File: src/rtl/fan_pkg.sv
// Shared FAN definitions: FP32 field positions, constants and the accumulator state encoding.
package fan_pkg;

  localparam int FP32_W       = 32;
  localparam int FP32_EXP_MSB = 30;
  localparam int FP32_EXP_LSB = 23;
  localparam logic [FP32_W-1:0] FP32_ZERO = 32'h0;

  typedef enum logic [1:0] {
    IDLE = 2'd0,
    ACC  = 2'd1,
    DONE = 2'd2
  } state_t;

  // All-ones exponent marks Inf or NaN.
  function automatic logic is_exp_max(input logic [FP32_W-1:0] v);
    return &v[FP32_EXP_MSB:FP32_EXP_LSB];
  endfunction

endpackage

File: src/rtl/fp32adder.sv
// Combinational FP32 adder: round-to-nearest-even, gradual underflow, quiet-NaN output on invalid ops.
module fp32adder
  import fan_pkg::*;
(
  input  logic [FP32_W-1:0] a,
  input  logic [FP32_W-1:0] b,
  output logic [FP32_W-1:0] y
);

  function automatic logic [4:0] lzc27(input logic [26:0] v);
    logic [4:0] n;
    n = 5'd27;
    for (int i = 0; i < 27; i++) if (v[i]) n = 5'(26 - i);
    return n;
  endfunction

  logic              a_big, eff_sub, inc;
  logic              a_nan, b_nan, a_inf, b_inf;
  logic [31:0]       x, yv;
  logic [7:0]        ex, ey, d;
  logic [23:0]       mx, my, m;
  logic [26:0]       yfull, ysh, nrm;
  logic [27:0]       sum;
  logic [9:0]        e, e2;
  logic [4:0]        lz, sh;
  logic [24:0]       r;

  always_comb begin
    a_big = a[30:0] >= b[30:0];
    x     = a_big ? a : b;
    yv    = a_big ? b : a;
    ex    = (x[30:23] == 8'd0)  ? 8'd1 : x[30:23];
    ey    = (yv[30:23] == 8'd0) ? 8'd1 : yv[30:23];
    mx    = {x[30:23] != 8'd0, x[22:0]};
    my    = {yv[30:23] != 8'd0, yv[22:0]};
    d     = ex - ey;

    // Align the smaller operand, folding shifted-out bits into a sticky bit.
    yfull = {my, 3'b000};
    if (d >= 8'd27) ysh = {26'b0, |my};
    else            ysh = (yfull >> d) | {26'b0, |(yfull & ~({27{1'b1}} << d))};

    eff_sub = x[31] ^ yv[31];
    sum     = eff_sub ? ({1'b0, mx, 3'b000} - {1'b0, ysh})
                      : ({1'b0, mx, 3'b000} + {1'b0, ysh});

    lz  = lzc27(sum[26:0]);
    sh  = 5'd0;
    nrm = sum[26:0];
    e   = {2'b00, ex};
    if (sum[27]) begin
      nrm = {sum[27:2], sum[1] | sum[0]};
      e   = {2'b00, ex} + 10'd1;
    end else begin
      // Left shift stops at exponent 1 so tiny results become denormals.
      if ({3'b000, lz} < ex) sh = lz;
      else                   sh = 5'(ex - 8'd1);
      nrm = sum[26:0] << sh;
      e   = {2'b00, ex} - {5'b00000, sh};
    end

    inc = nrm[2] & (nrm[1] | nrm[0] | nrm[3]);
    r   = {1'b0, nrm[26:3]} + {24'b0, inc};
    if (r[24]) begin
      m  = r[24:1];
      e2 = e + 10'd1;
    end else begin
      m  = r[23:0];
      e2 = e;
    end

    a_nan = is_exp_max(a) & (|a[22:0]);
    b_nan = is_exp_max(b) & (|b[22:0]);
    a_inf = is_exp_max(a) & ~(|a[22:0]);
    b_inf = is_exp_max(b) & ~(|b[22:0]);

    y = FP32_ZERO;
    if (a_nan || b_nan || (a_inf && b_inf && (a[31] ^ b[31]))) y = 32'h7FC0_0000;
    else if (a_inf)            y = a;
    else if (b_inf)            y = b;
    else if (sum == 28'd0)     y = {~eff_sub & x[31], 31'b0};
    else if (e2 >= 10'd255)    y = {x[31], 8'hFF, 23'b0};
    else                       y = {x[31], m[23] ? e2[7:0] : 8'h00, m[22:0]};
  end

endmodule

File: src/rtl/fan_psum_accum.sv
// Temporal accumulator for FAN node partial sums: folds LEN FP32 beats into one total behind valid/ready.
// Optional sticky Inf/NaN indicator enabled by FAN_ACC_NAN_FLAG_EN.
module fan_psum_accum
  import fan_pkg::*;
#(
  parameter int DW    = 32,
  parameter int CNT_W = 8
) (
  input  logic             clk,
  input  logic             rst_n,
  input  logic             clr,
  input  logic [CNT_W-1:0] len,
  input  logic             in_valid,
  output logic             in_ready,
  input  logic [DW-1:0]    in_data,
  output logic             out_valid,
  input  logic             out_ready,
  output logic [DW-1:0]    out_data,
  output logic             busy
`ifdef FAN_ACC_NAN_FLAG_EN
  ,output logic            nan_flag
`endif
);

  localparam logic [CNT_W-1:0] ONE = CNT_W'(1);

  state_t           state;
  logic [DW-1:0]    acc;
  logic [DW-1:0]    sum;
  logic [CNT_W-1:0] cnt, tgt, len_eff;

  fp32adder u_add (
    .a (acc),
    .b (in_data),
    .y (sum)
  );

  assign len_eff   = (len == '0) ? ONE : len;
  // Handshake flags decode the state register only, never the live inputs.
  assign in_ready  = (state != DONE);
  assign out_valid = (state == DONE);
  assign busy      = (state != IDLE);
  assign out_data  = acc;

  always_ff @(posedge clk) begin
    if (!rst_n) begin
      state <= IDLE;
      acc   <= FP32_ZERO;
      cnt   <= '0;
      tgt   <= '0;
    end else if (clr) begin
      state <= IDLE;
      cnt   <= '0;
    end else begin
      case (state)
        IDLE: if (in_valid) begin
          // Raw copy keeps a leading -0.0 intact.
          acc   <= in_data;
          cnt   <= ONE;
          tgt   <= len_eff;
          state <= (len_eff == ONE) ? DONE : ACC;
        end
        ACC: if (in_valid) begin
          acc <= sum;
          cnt <= cnt + ONE;
          if (cnt + ONE == tgt) state <= DONE;
        end
        DONE: if (out_ready) state <= IDLE;
        default: state <= IDLE;
      endcase
    end
  end

`ifdef FAN_ACC_NAN_FLAG_EN
  logic nan_q;
  assign nan_flag = nan_q;

  always_ff @(posedge clk) begin
    if (!rst_n || clr) nan_q <= 1'b0;
    else if (state == IDLE && in_valid) nan_q <= is_exp_max(in_data);
    else if (state == ACC && in_valid)  nan_q <= nan_q | is_exp_max(in_data);
  end
`endif

endmodule

File: config.mk
export PLATFORM = sky130hd
export DESIGN_NAME = fan_psum_accum
export DESIGN_NICKNAME = d
export VERILOG_FILES = /design/src/rtl/fan_pkg.sv /design/src/rtl/fp32adder.sv /design/src/rtl/fan_psum_accum.sv
export SDC_FILE = /design/constraint.sdc
export NUM_CORES = 1
export LEC_CHECK = 0
export CORE_MARGIN = 4
export CORE_UTILIZATION = 40
export DETAILED_ROUTE_END_ITERATION = 10
export GPL_TIMING_DRIVEN = 0
export PLACE_DENSITY_LB_ADDON = 0.3
export SYNTH_ARGS = -nofsm -noshare
export SYNTH_HDL_FRONTEND = slang
export SYNTH_SLANG_ARGS = --single-unit
export TNS_END_PERCENT = 100
File: constraint.sdc
create_clock -name clk -period 32.7 [get_ports clk]
set_clock_uncertainty 0.1 [all_clocks]
set_input_delay 3.27 -clock clk [delete_from_list [all_inputs] [get_ports clk]]
set_output_delay 3.27 -clock clk [all_outputs]
set_load 0.1 [all_outputs]
==> PnR_summary.wiki, run 1 <==
{| class="wikitable"
! Metric !! Value
|-
| Run status || complete, no violations
|-
| Detailed router's first-iteration violation count || 2,543
|-
| I/O Pins || 80
|-
| Setup TNS || 0 ps
|-
| Endpoint of the most critical register-to-register path || out_data[12]
|-
| Largest fanout of any net on the critical path || 10
|-
| Yosys synthesis warning count || 0
|-
| Fin area || 0.0168 mm2
|-
| Initial antenna violation count || 0
|-
| Average cell area after synthesis || 6.78 um2
|-
| Via count || 19.6k
|-
| CP Capture Type || flip-flop
|-
| Cell total after placement || 2,829
|-
| Internal power of the cells || 0.000435 W
|-
| Number of register bits inferred by synthesis || 50
|-
| Data arrival at the endpoint of the critical path || 25,970 ps
|-
| Async set-reset flop share out of synthesis || 0
|-
| Critical Path Sink || out_data[12]
|-
| Buffers inserted by post-CTS timing repair || 0
|-
| Unrepaired setup endpoints after global routing || false
|-
| Largest family of logic cells by synthesized area || compound AO/OA/AOI/OAI gates
|-
| Clock latency on the worst-skew pair || 300 ps
|-
| Class of the worst hold path || reg2reg
|-
| Clock tree sinks || 50
|-
| Half-perimeter wire length after detailed placement || 64,600 um
|-
| Arithmetic-cell share of the synthesized area counting full adders, half adders and majority gates || 0.0869
|-
| Initial cell density of the core || 0.404
|-
| Die width || 203 um
|-
| Die area || 0.0411 mm2
|-
| Fin. Hold Viols || 0
|-
| Most common flop cell mapped by yosys || sky130_fd_sc_hd__dfxtp_1
|-
| Number of distinct library cells after synthesis || 115
|-
| First-pass GRT wire length || 116,000 um
|-
| Minimum clock period || 25,850 ps
|-
| MaxCap Viol Count || 0
|-
| Post-cts repair resize count || 0
|-
| Slowest library cell on the worst path || sky130_fd_sc_hd__mux2i_1
|-
| Share of layout cells above drive strength 1 || 0.0688
|-
| ANT cells || 0
|-
| Area share of the leading cell type in the synthesized netlist || 0.0816
|-
| Clock H-tree levels || 2
|-
| Area grow syn2layout || 10.5%
|-
| Relative contribution of the clock network to total power || 0.051
|-
| Peak per-stage delay on the critical path || 1080 ps
|-
| DRT antenna net count || 0
|-
| Number of slew-limit violations in the final report || 0
|-
| Tcrit/Tclk final || 0.790
|-
| Worst slew slack as a fraction of its limit || 0.113
|-
| Root cell of the clock tree || sky130_fd_sc_hd__clkbuf_16
|-
| Total routed wirelength || 80,300 um
|-
| Fraction of power spent switching nets || 0.637
|-
| Share of the synthesized area in compound gates (AO/OA/AOI/OAI) || 0.354
|-
| Maximum vdd ir drop || 0.0310 mV
|-
| Post-synth EDFFs || 0
|-
| Drt drc || 0
|-
| Synth Area in XOR/XNOR || 0.0449
|-
| Floorplan Core Area || 0.0376 mm2
|-
| Type of element launching the critical path || input port
|-
| Slew @ Worst Pin || 1330 ps
|-
| Library cell occupying the most area in the post-synthesis netlist || sky130_fd_sc_hd__ha_1
|-
| Simple-gate share of the synthesized area || 0.281
|-
| Number of buffer cells added on primary ports || 78
|-
| Pwr Density || 71.4 mW/mm2
|-
| Relative contribution of combinational cells to total power || 0.883
|-
| Biggest area contributors in the synthesized netlist || sky130_fd_sc_hd__ha_1 (8.2%), sky130_fd_sc_hd__dfxtp_1 (6.6%), sky130_fd_sc_hd__mux2i_1 (6.5%)
|-
| Setup violators final || 0
|-
| Die boundary height || 203 um
|-
| Number of search-and-repair iterations in the first detailed-routing pass || 6
|-
| Wirelength per Cell || 28.3 um
|-
| Remaining global-route overflow || 0
|-
| Syn Nets || 2,386
|-
| Most used cell, CP || sky130_fd_sc_hd__clkbuf_1
|-
| Number of buffers inserted by hold repair at cts || 0
|-
| Final weighted congestion in routability-driven placement || 1.02
|-
| Crit Path Category || in2reg
|-
| Mean number of vias per cell || 6.92
|-
| Register share of total power || 0.066
|-
| Worst setup startpoint || in_data[21]
|-
| Final design utilization || 0.447
|-
| Reg2Reg Setup Slack || 10,150 ps
|-
| Total power || 0.00120 W
|-
| Total net switching power || 0.000763 W
|-
| Mapped cell area || 0.0152 mm2
|-
| Number of buffers created by CTS || 5
|-
| CTS tree || done
|-
| Sequential cell area fraction in the yosys report || 0.0659
|-
| Post-synthesis cell count || 2,239
|-
| Number of nets in the layout || 2,472
|-
| Maximum number of pins on one net before global-route repair || 16
|-
| Beginning of the worst register-to-register path || out_data[21]
|-
| Total routing usage reported by global routing || 0.367
|-
| Fmax || 0.0387 GHz
|-
| Leakage || 6.48 nW
|-
| Worst EP required || 32,820 ps
|-
| Count of non-filler cells in the finished layout || 2,837
|-
| Number of global-route vias before repair || 18.1k
|-
| Number of cells on the worst reg-to-reg path || 67
|-
| Share of cell area taken by muxes after synthesis || 0.105
|-
| Maximum buffer depth of the clock tree || 2
|-
| Clock slew seen by the registers of the worst setup and hold paths || 70 ps
|-
| Post-place instance area || 0.0166 mm2
|-
| Row count || 71
|}
==> metal layers <==
layer / up-vias / track usage / wire length, um
met5: - / 0 / 0
met4: 0 / 0.188 / 5110
met3: 296 / 0.0583 / 7910
met2: 1268 / 0.569 / 34600
met1: 9362 / 0.493 / 32600
li1: 8695 / - / -
==> area by class of cell <==
class                           instances  area (um2)
Buffer                                129         573
Timing Repair Buffer                   79         788
Multi-Input combinational cell       1959       13200
Inverter                              101         379
Fill cell                            3960       20800
Tap cell                              511         639
Sequential cell                        50        1000
Clock inverter                          2        37.5
Clock buffer                            6         129
==> synth_stat cells (11+ instances only) <==
cell type and count:
sky130_fd_sc_hd__or2_2 17, sky130_fd_sc_hd__nor2_1 185, sky130_fd_sc_hd__buf_2 32, sky130_fd_sc_hd__mux2_2 24, sky130_fd_sc_hd__a211oi_1 38, sky130_fd_sc_hd__a221oi_1 14, sky130_fd_sc_hd__nor3_1 80, sky130_fd_sc_hd__and3_1 16
sky130_fd_sc_hd__a32oi_1 11, sky130_fd_sc_hd__a211o_1 13, sky130_fd_sc_hd__nand2_1 256, sky130_fd_sc_hd__o21a_1 21, sky130_fd_sc_hd__mux2i_1 99, sky130_fd_sc_hd__and2_1 12, sky130_fd_sc_hd__or4_1 16, sky130_fd_sc_hd__o21ai_0 143
sky130_fd_sc_hd__xnor2_1 54, sky130_fd_sc_hd__o21ai_1 18, sky130_fd_sc_hd__o311ai_0 11, sky130_fd_sc_hd__nor4_1 23, sky130_fd_sc_hd__a31oi_1 27, sky130_fd_sc_hd__nor2b_1 16, sky130_fd_sc_hd__o31ai_1 17, sky130_fd_sc_hd__a21o_1 37
sky130_fd_sc_hd__mux4_2 14, sky130_fd_sc_hd__nand4_1 31, sky130_fd_sc_hd__dfxtp_1 50, sky130_fd_sc_hd__o211a_1 13, sky130_fd_sc_hd__ha_1 99, sky130_fd_sc_hd__clkbuf_1 71, sky130_fd_sc_hd__a22oi_1 11, sky130_fd_sc_hd__or3_1 26
sky130_fd_sc_hd__xor2_1 22, sky130_fd_sc_hd__buf_1 16, sky130_fd_sc_hd__a21oi_1 195, sky130_fd_sc_hd__nand3_1 90, sky130_fd_sc_hd__o22ai_1 19, sky130_fd_sc_hd__o211ai_1 35, sky130_fd_sc_hd__nand2b_1 28, sky130_fd_sc_hd__inv_1 99
==> state kept, by name (all words and copies together) (netlist names) <==
name      cells
out_data     32
cnt           8
tgt           8
state         2
==> power by group through the flow <==
stage	sequential [W]	clock, W	combinational [W]
CTS	0.0000774	0.0000611	0.00101
detailed placement	0.0000789	0	0.00101
global placement	0.0000789	0	0.00101
global route	0.0000782	0.0000636	0.00110
floorplan	0.0000965	0	0.000660
finish	0.0000786	0.0000611	0.00106
==> worst min path at each step <==
stage	from	to	slack, ps	cells after the start
detailed placement	tgt[2]	tgt[2]	370	2
CTS	tgt[2]	tgt[2]	380	2
global route	tgt[1]	tgt[1]	400	2
global placement	tgt[7]	tgt[7]	360	2
finish	tgt[5]	tgt[5]	380	2
floorplan	tgt[5]	tgt[5]	350	2
==> kinds of logic (layout without fill, tap and decap cells) <==
family	Yosys count	in the layout
mux	138	138
buf+inv	230	317
compound gates	783	783
simple gates	857	857
fa+ha+maj	104	104
xor+xnor	77	77
flops	50	50
==> metrics by stage <==
stage                     hold WS (ps)  setup slack, ps
after global routing               399             6020
after CTS                          378             7820
after floorplan                    348            13440
after global placement             363             7630
after detailed placement           369             7660
final                              376             6850
==> layout by cell type (no fill, tap or decap), drive strengths merged, types with 11 or more instances in the layout <==
cell / Yosys / final
a21o: 37 / 37
and2: 12 / 12
o22ai: 19 / 19
a31oi: 29 / 29
nor3: 84 / 84
xor2: 22 / 22
xnor2: 55 / 55
nor4: 26 / 26
or4: 17 / 17
o211a: 13 / 13
o311ai: 14 / 14
o211ai: 36 / 36
mux2i: 99 / 99
clkdlybuf4s50: 0 / 78
nor2: 188 / 188
mux4: 14 / 14
buf: 58 / 59
mux2: 25 / 25
or2: 22 / 22
nor2b: 17 / 17
and3: 16 / 16
o31ai: 19 / 19
inv: 100 / 100
a22oi: 11 / 11
or3: 26 / 26
a32oi: 12 / 12
dfxtp: 50 / 50
a221oi: 15 / 15
nand3: 90 / 90
ha: 99 / 99
nand2: 257 / 257
o21a: 21 / 21
a211o: 13 / 13
nand2b: 28 / 28
o21ai: 163 / 163
clkbuf: 71 / 77
nand4: 34 / 34
a211oi: 41 / 41
a21oi: 197 / 197
==> worst max-delay path: cells and delay by family <==
kind / cells / cell delay, ps
AND/OR/NAND/NOR: 13 / 3980
buffers and inverters: 21 / 8280
adder cells (fa/ha/maj): 4 / 1170
multiplexers: 5 / 2190
AO/OA/AOI/OAI: 26 / 7020
No activity file was read; power rests on OpenSTA's default activity.
==> run 2: changes to the inputs <==
==> constraint.sdc (replaced) <==
create_clock -name clk -period 23.2 [get_ports clk]
set_clock_uncertainty 0.1 [all_clocks]
set_input_delay 2.32 -clock clk [delete_from_list [all_inputs] [get_ports clk]]
set_output_delay 2.32 -clock clk [all_outputs]
set_load 0.1 [all_outputs]
==> run 2 against run 1 <==
  * Clock power increased by 42%
  * Largest cell class unchanged
  * Critical path depth rose by 9
  * Power rose by 42%
  * Global-route usage stayed put
  * First-iteration DRC count increased by 2.5%
  * Clock-buffer cell count unchanged
==> PnR_summary.wiki, run 2 (synthesized netlist as in run 1, its figures left out) <==
{| class="wikitable"
! Metric !! Value
|-
| Run status || complete, no violations (unchanged)
|-
| Top library cells by usage in the layout, fill and taps aside || sky130_fd_sc_hd__nand2_1 (256), sky130_fd_sc_hd__a21oi_1 (194), sky130_fd_sc_hd__nor2_1 (185) (was sky130_fd_sc_hd__nand2_1 (256), sky130_fd_sc_hd__a21oi_1 (195), sky130_fd_sc_hd__nor2_1 (185))
|-
| Mean number of vias per cell || 6.90 (was 6.92)
|-
| Largest fanout of any net on the critical path || 28 (was 10)
|-
| Post-place instance area || 0.0166 mm2 (unchanged)
|-
| Maximum vdd ir drop || 0.0449 mV (was 0.0310 mV)
|-
| I/O Pins || 80 (unchanged)
|-
| Worst slew slack as a fraction of its limit || 0.0916 (was 0.113)
|-
| Class of the worst hold path || reg2reg (unchanged)
|-
| Share of layout cells above drive strength 1 || 0.0745 (was 0.0688)
|-
| Root cell of the clock tree || sky130_fd_sc_hd__clkbuf_16 (unchanged)
|-
| Unrepaired setup endpoints after global routing || false (unchanged)
|-
| Remaining global-route overflow || 0 (unchanged)
|-
| Clock latency on the worst-skew pair || 300 ps (about the same)
|-
| Slew @ Worst Pin || 1350 ps (was 1330 ps)
|-
| Worst EP required || 23,320 ps (was 32,820 ps)
|-
| Destination of the worst hold path || tgt[5] (unchanged)
|-
| Number of flip-flops under the largest register name || 32 (unchanged)
|-
| Die width || 203 um (unchanged)
|-
| Type of element launching the critical path || input port (unchanged)
|-
| Initial antenna violation count || 0 (unchanged)
|-
| Clock H-tree levels || 2 (unchanged)
|-
| Total power || 0.00170 W (was 0.00120 W)
|-
| Minimum clock period || 22,200 ps
|-
| Pwr Density || 101 mW/mm2 (was 71.4 mW/mm2)
|-
| Number of cells on the worst reg-to-reg path || 76 (was 67)
|-
| Fill cell instance count of the final layout || 3,948 (was 3,960)
|-
| Area grow syn2layout || 10.9% (was 10.5%)
|-
| Maximum buffer depth of the clock tree || 2 (unchanged)
|-
| CP Capture Type || flip-flop (unchanged)
|-
| Worst hold path depth || 2 (unchanged)
|-
| Data arrival at the endpoint of the critical path || 22,320 ps (was 25,970 ps)
|-
| Row count || 71 (unchanged)
|-
| Clock tree sinks || 50 (unchanged)
|-
| Number of buffers created by CTS || 5 (unchanged)
|-
| PnR worst setup slack || 1000 ps (was 6850 ps)
|-
| Initial cell density of the core || 0.404 (unchanged)
|-
| Pre-CTS setup slack || -885 ps (was 7660 ps)
|-
| Dominant delay contributor by cell family on the critical path || compound AO/OA/AOI/OAI gates (was buffers and inverters)
|-
| Maximum number of pins on one net before global-route repair || 16 (unchanged)
|-
| Tcrit/Tclk final || 0.957
|-
| Fmax || 0.0450 GHz
|-
| Register Area || 0.00100 mm2 (unchanged)
|-
| Leakage || 6.51 nW (was 6.48 nW)
|-
| Number of global-route vias before repair || 18.1k (about the same)
|-
| Beginning of the worst register-to-register path || out_data[22] (was out_data[21])
|-
| Total routed wirelength || 80,300 um (about the same)
|-
| Number of nets in the layout || 2,469 (was 2,472)
|-
| Fin. Hold Viols || 0 (unchanged)
|-
| Drt drc || 0 (unchanged)
|-
| Slowest library cell on the worst path || sky130_fd_sc_hd__clkdlybuf4s50_1 (was sky130_fd_sc_hd__mux2i_1)
|-
| Die boundary height || 203 um (unchanged)
|-
| First-pass GRT wire length || 116,000 um (unchanged)
|-
| Startpoint of the most critical hold path || tgt[5] (unchanged)
|-
| Floorplan Core Area || 0.0376 mm2 (unchanged)
|-
| Via count || 19.6k (about the same)
|-
| DRT antenna net count || 0 (unchanged)
|-
| Crit Path Category || in2reg (unchanged)
|-
| Total routing usage reported by global routing || 0.367 (unchanged)
|-
| Setup violators final || 0 (unchanged)
|-
| Clock slew seen by the registers of the worst setup and hold paths || 70 ps (about the same)
|-
| Number of search-and-repair iterations in the first detailed-routing pass || 7 (was 6)
|-
| Die area || 0.0411 mm2 (unchanged)
|-
| Fin area || 0.0168 mm2 (about the same)
|-
| Number of buffer cells added on primary ports || 78 (unchanged)
|-
| Endpoint of the most critical register-to-register path || out_data[5] (was out_data[12])
|-
| Wirelength per Cell || 28.3 um (about the same)
|-
| Number of slew-limit violations in the final report || 0 (unchanged)
|-
| Final weighted congestion in routability-driven placement || 1.02 (unchanged)
|-
| CTS tree || done (unchanged)
|-
| Reg2Reg Setup Slack || 3250 ps (was 10,150 ps)
|-
| Cell total after placement || 2,829 (unchanged)
|-
| Count of non-filler cells in the finished layout || 2,835 (was 2,837)
|-
| Multi-input gate area in the final layout || 0.0133 mm2 (was 0.0132 mm2)
|-
| Peak per-stage delay on the critical path || 620 ps (was 1080 ps)
|-
| Most frequent standard cell in the layout excluding fill and tap cells || sky130_fd_sc_hd__nand2_1 (unchanged)
|-
| Detailed router's first-iteration violation count || 2,606 (was 2,543)
|-
| Most used cell, CP || sky130_fd_sc_hd__buf_2 (was sky130_fd_sc_hd__clkbuf_1)
|-
| Half-perimeter wire length after detailed placement || 64,600 um (unchanged)
|-
| MaxCap Viol Count || 0 (unchanged)
|-
| CP Buf/Inv Count || 22 (was 21)
|}
## run 2: where the power goes
part           internal [W]  switching (W)  total [W]
combinational      0.000474        0.00102    0.00150
clock             0.0000511      0.0000357  0.0000868
sequential        0.0000916      0.0000194   0.000111
## run 2: layout make-up
class,instances,share of cell area
antenna,1,0.000149
buffer,125,0.0337
clock buffer,6,0.00765
clock inverter,2,0.00223
inverter,101,0.0225
multi-input combinational,1959,0.789
sequential,50,0.0595
tap,511,0.0380
timing repair buffer,80,0.0474
## run 2: how the worst max path moves through the flow
| stage | startpoint | to | slack [ps] | cells past startpoint |
|---|---|---|---|---|
| 2_1_floorplan | in_data[25] | out_data[20] | 4890 | 78 |
| 3_3_place_gp | in_data[21] | out_data[5] | -920 | 81 |
| 3_5_place_dp | in_data[21] | out_data[12] | -890 | 74 |
| 4_1_cts | in_data[21] | out_data[12] | 100 | 73 |
| 5_1_grt | in_data[22] | out_data[12] | 270 | 75 |
| 6_report | in_data[22] | out_data[5] | 1000 | 78 |
## run 2: worst reg2reg max path: cells and delay by family, from the launching register on
family	cells	cell delay, ps
buffers and inverters	20	5230
and+or+nand+nor	17	3630
AOI/OAI and AO/OA	28	6650
muxes	2	560
adders and majority gates	8	2720
xor gates and xnor gates	1	210
DFF	1	780
## run 2: per-layer routing
layer | up-vias | global-route usage | wire length, um
met3 | 288 | 0.0583 | 8270
met1 | 9252 | 0.493 | 32400
met5 | - | 0 | 0
met4 | 0 | 0.188 | 5200
li1 | 8690 | - | -
met2 | 1322 | 0.569 | 34400
## run 2: repair_timing
| action | in CTS | in global routing |
|---|---|---|
| resized for setup | 6 | 12 |
| setup buffers | 0 | 1 |
| hold buffers | 0 | 0 |
| hold endpoints to repair | 0 | 0 |
| endpoints found under the setup margin | 31 | 31 |
| pin swaps | 0 | 1 |
## run 2: metrics by stage
step | utilization | TNS, ps | hold slack, ps
after floorplan | - | 0 | 348
after global placement | 0.442 | -24750 | 363
after detailed placement | 0.442 | -23560 | 369
after CTS | 0.447 | 0 | 378
after global routing | 0.448 | 0 | 399
final | 0.448 | 0 | 376
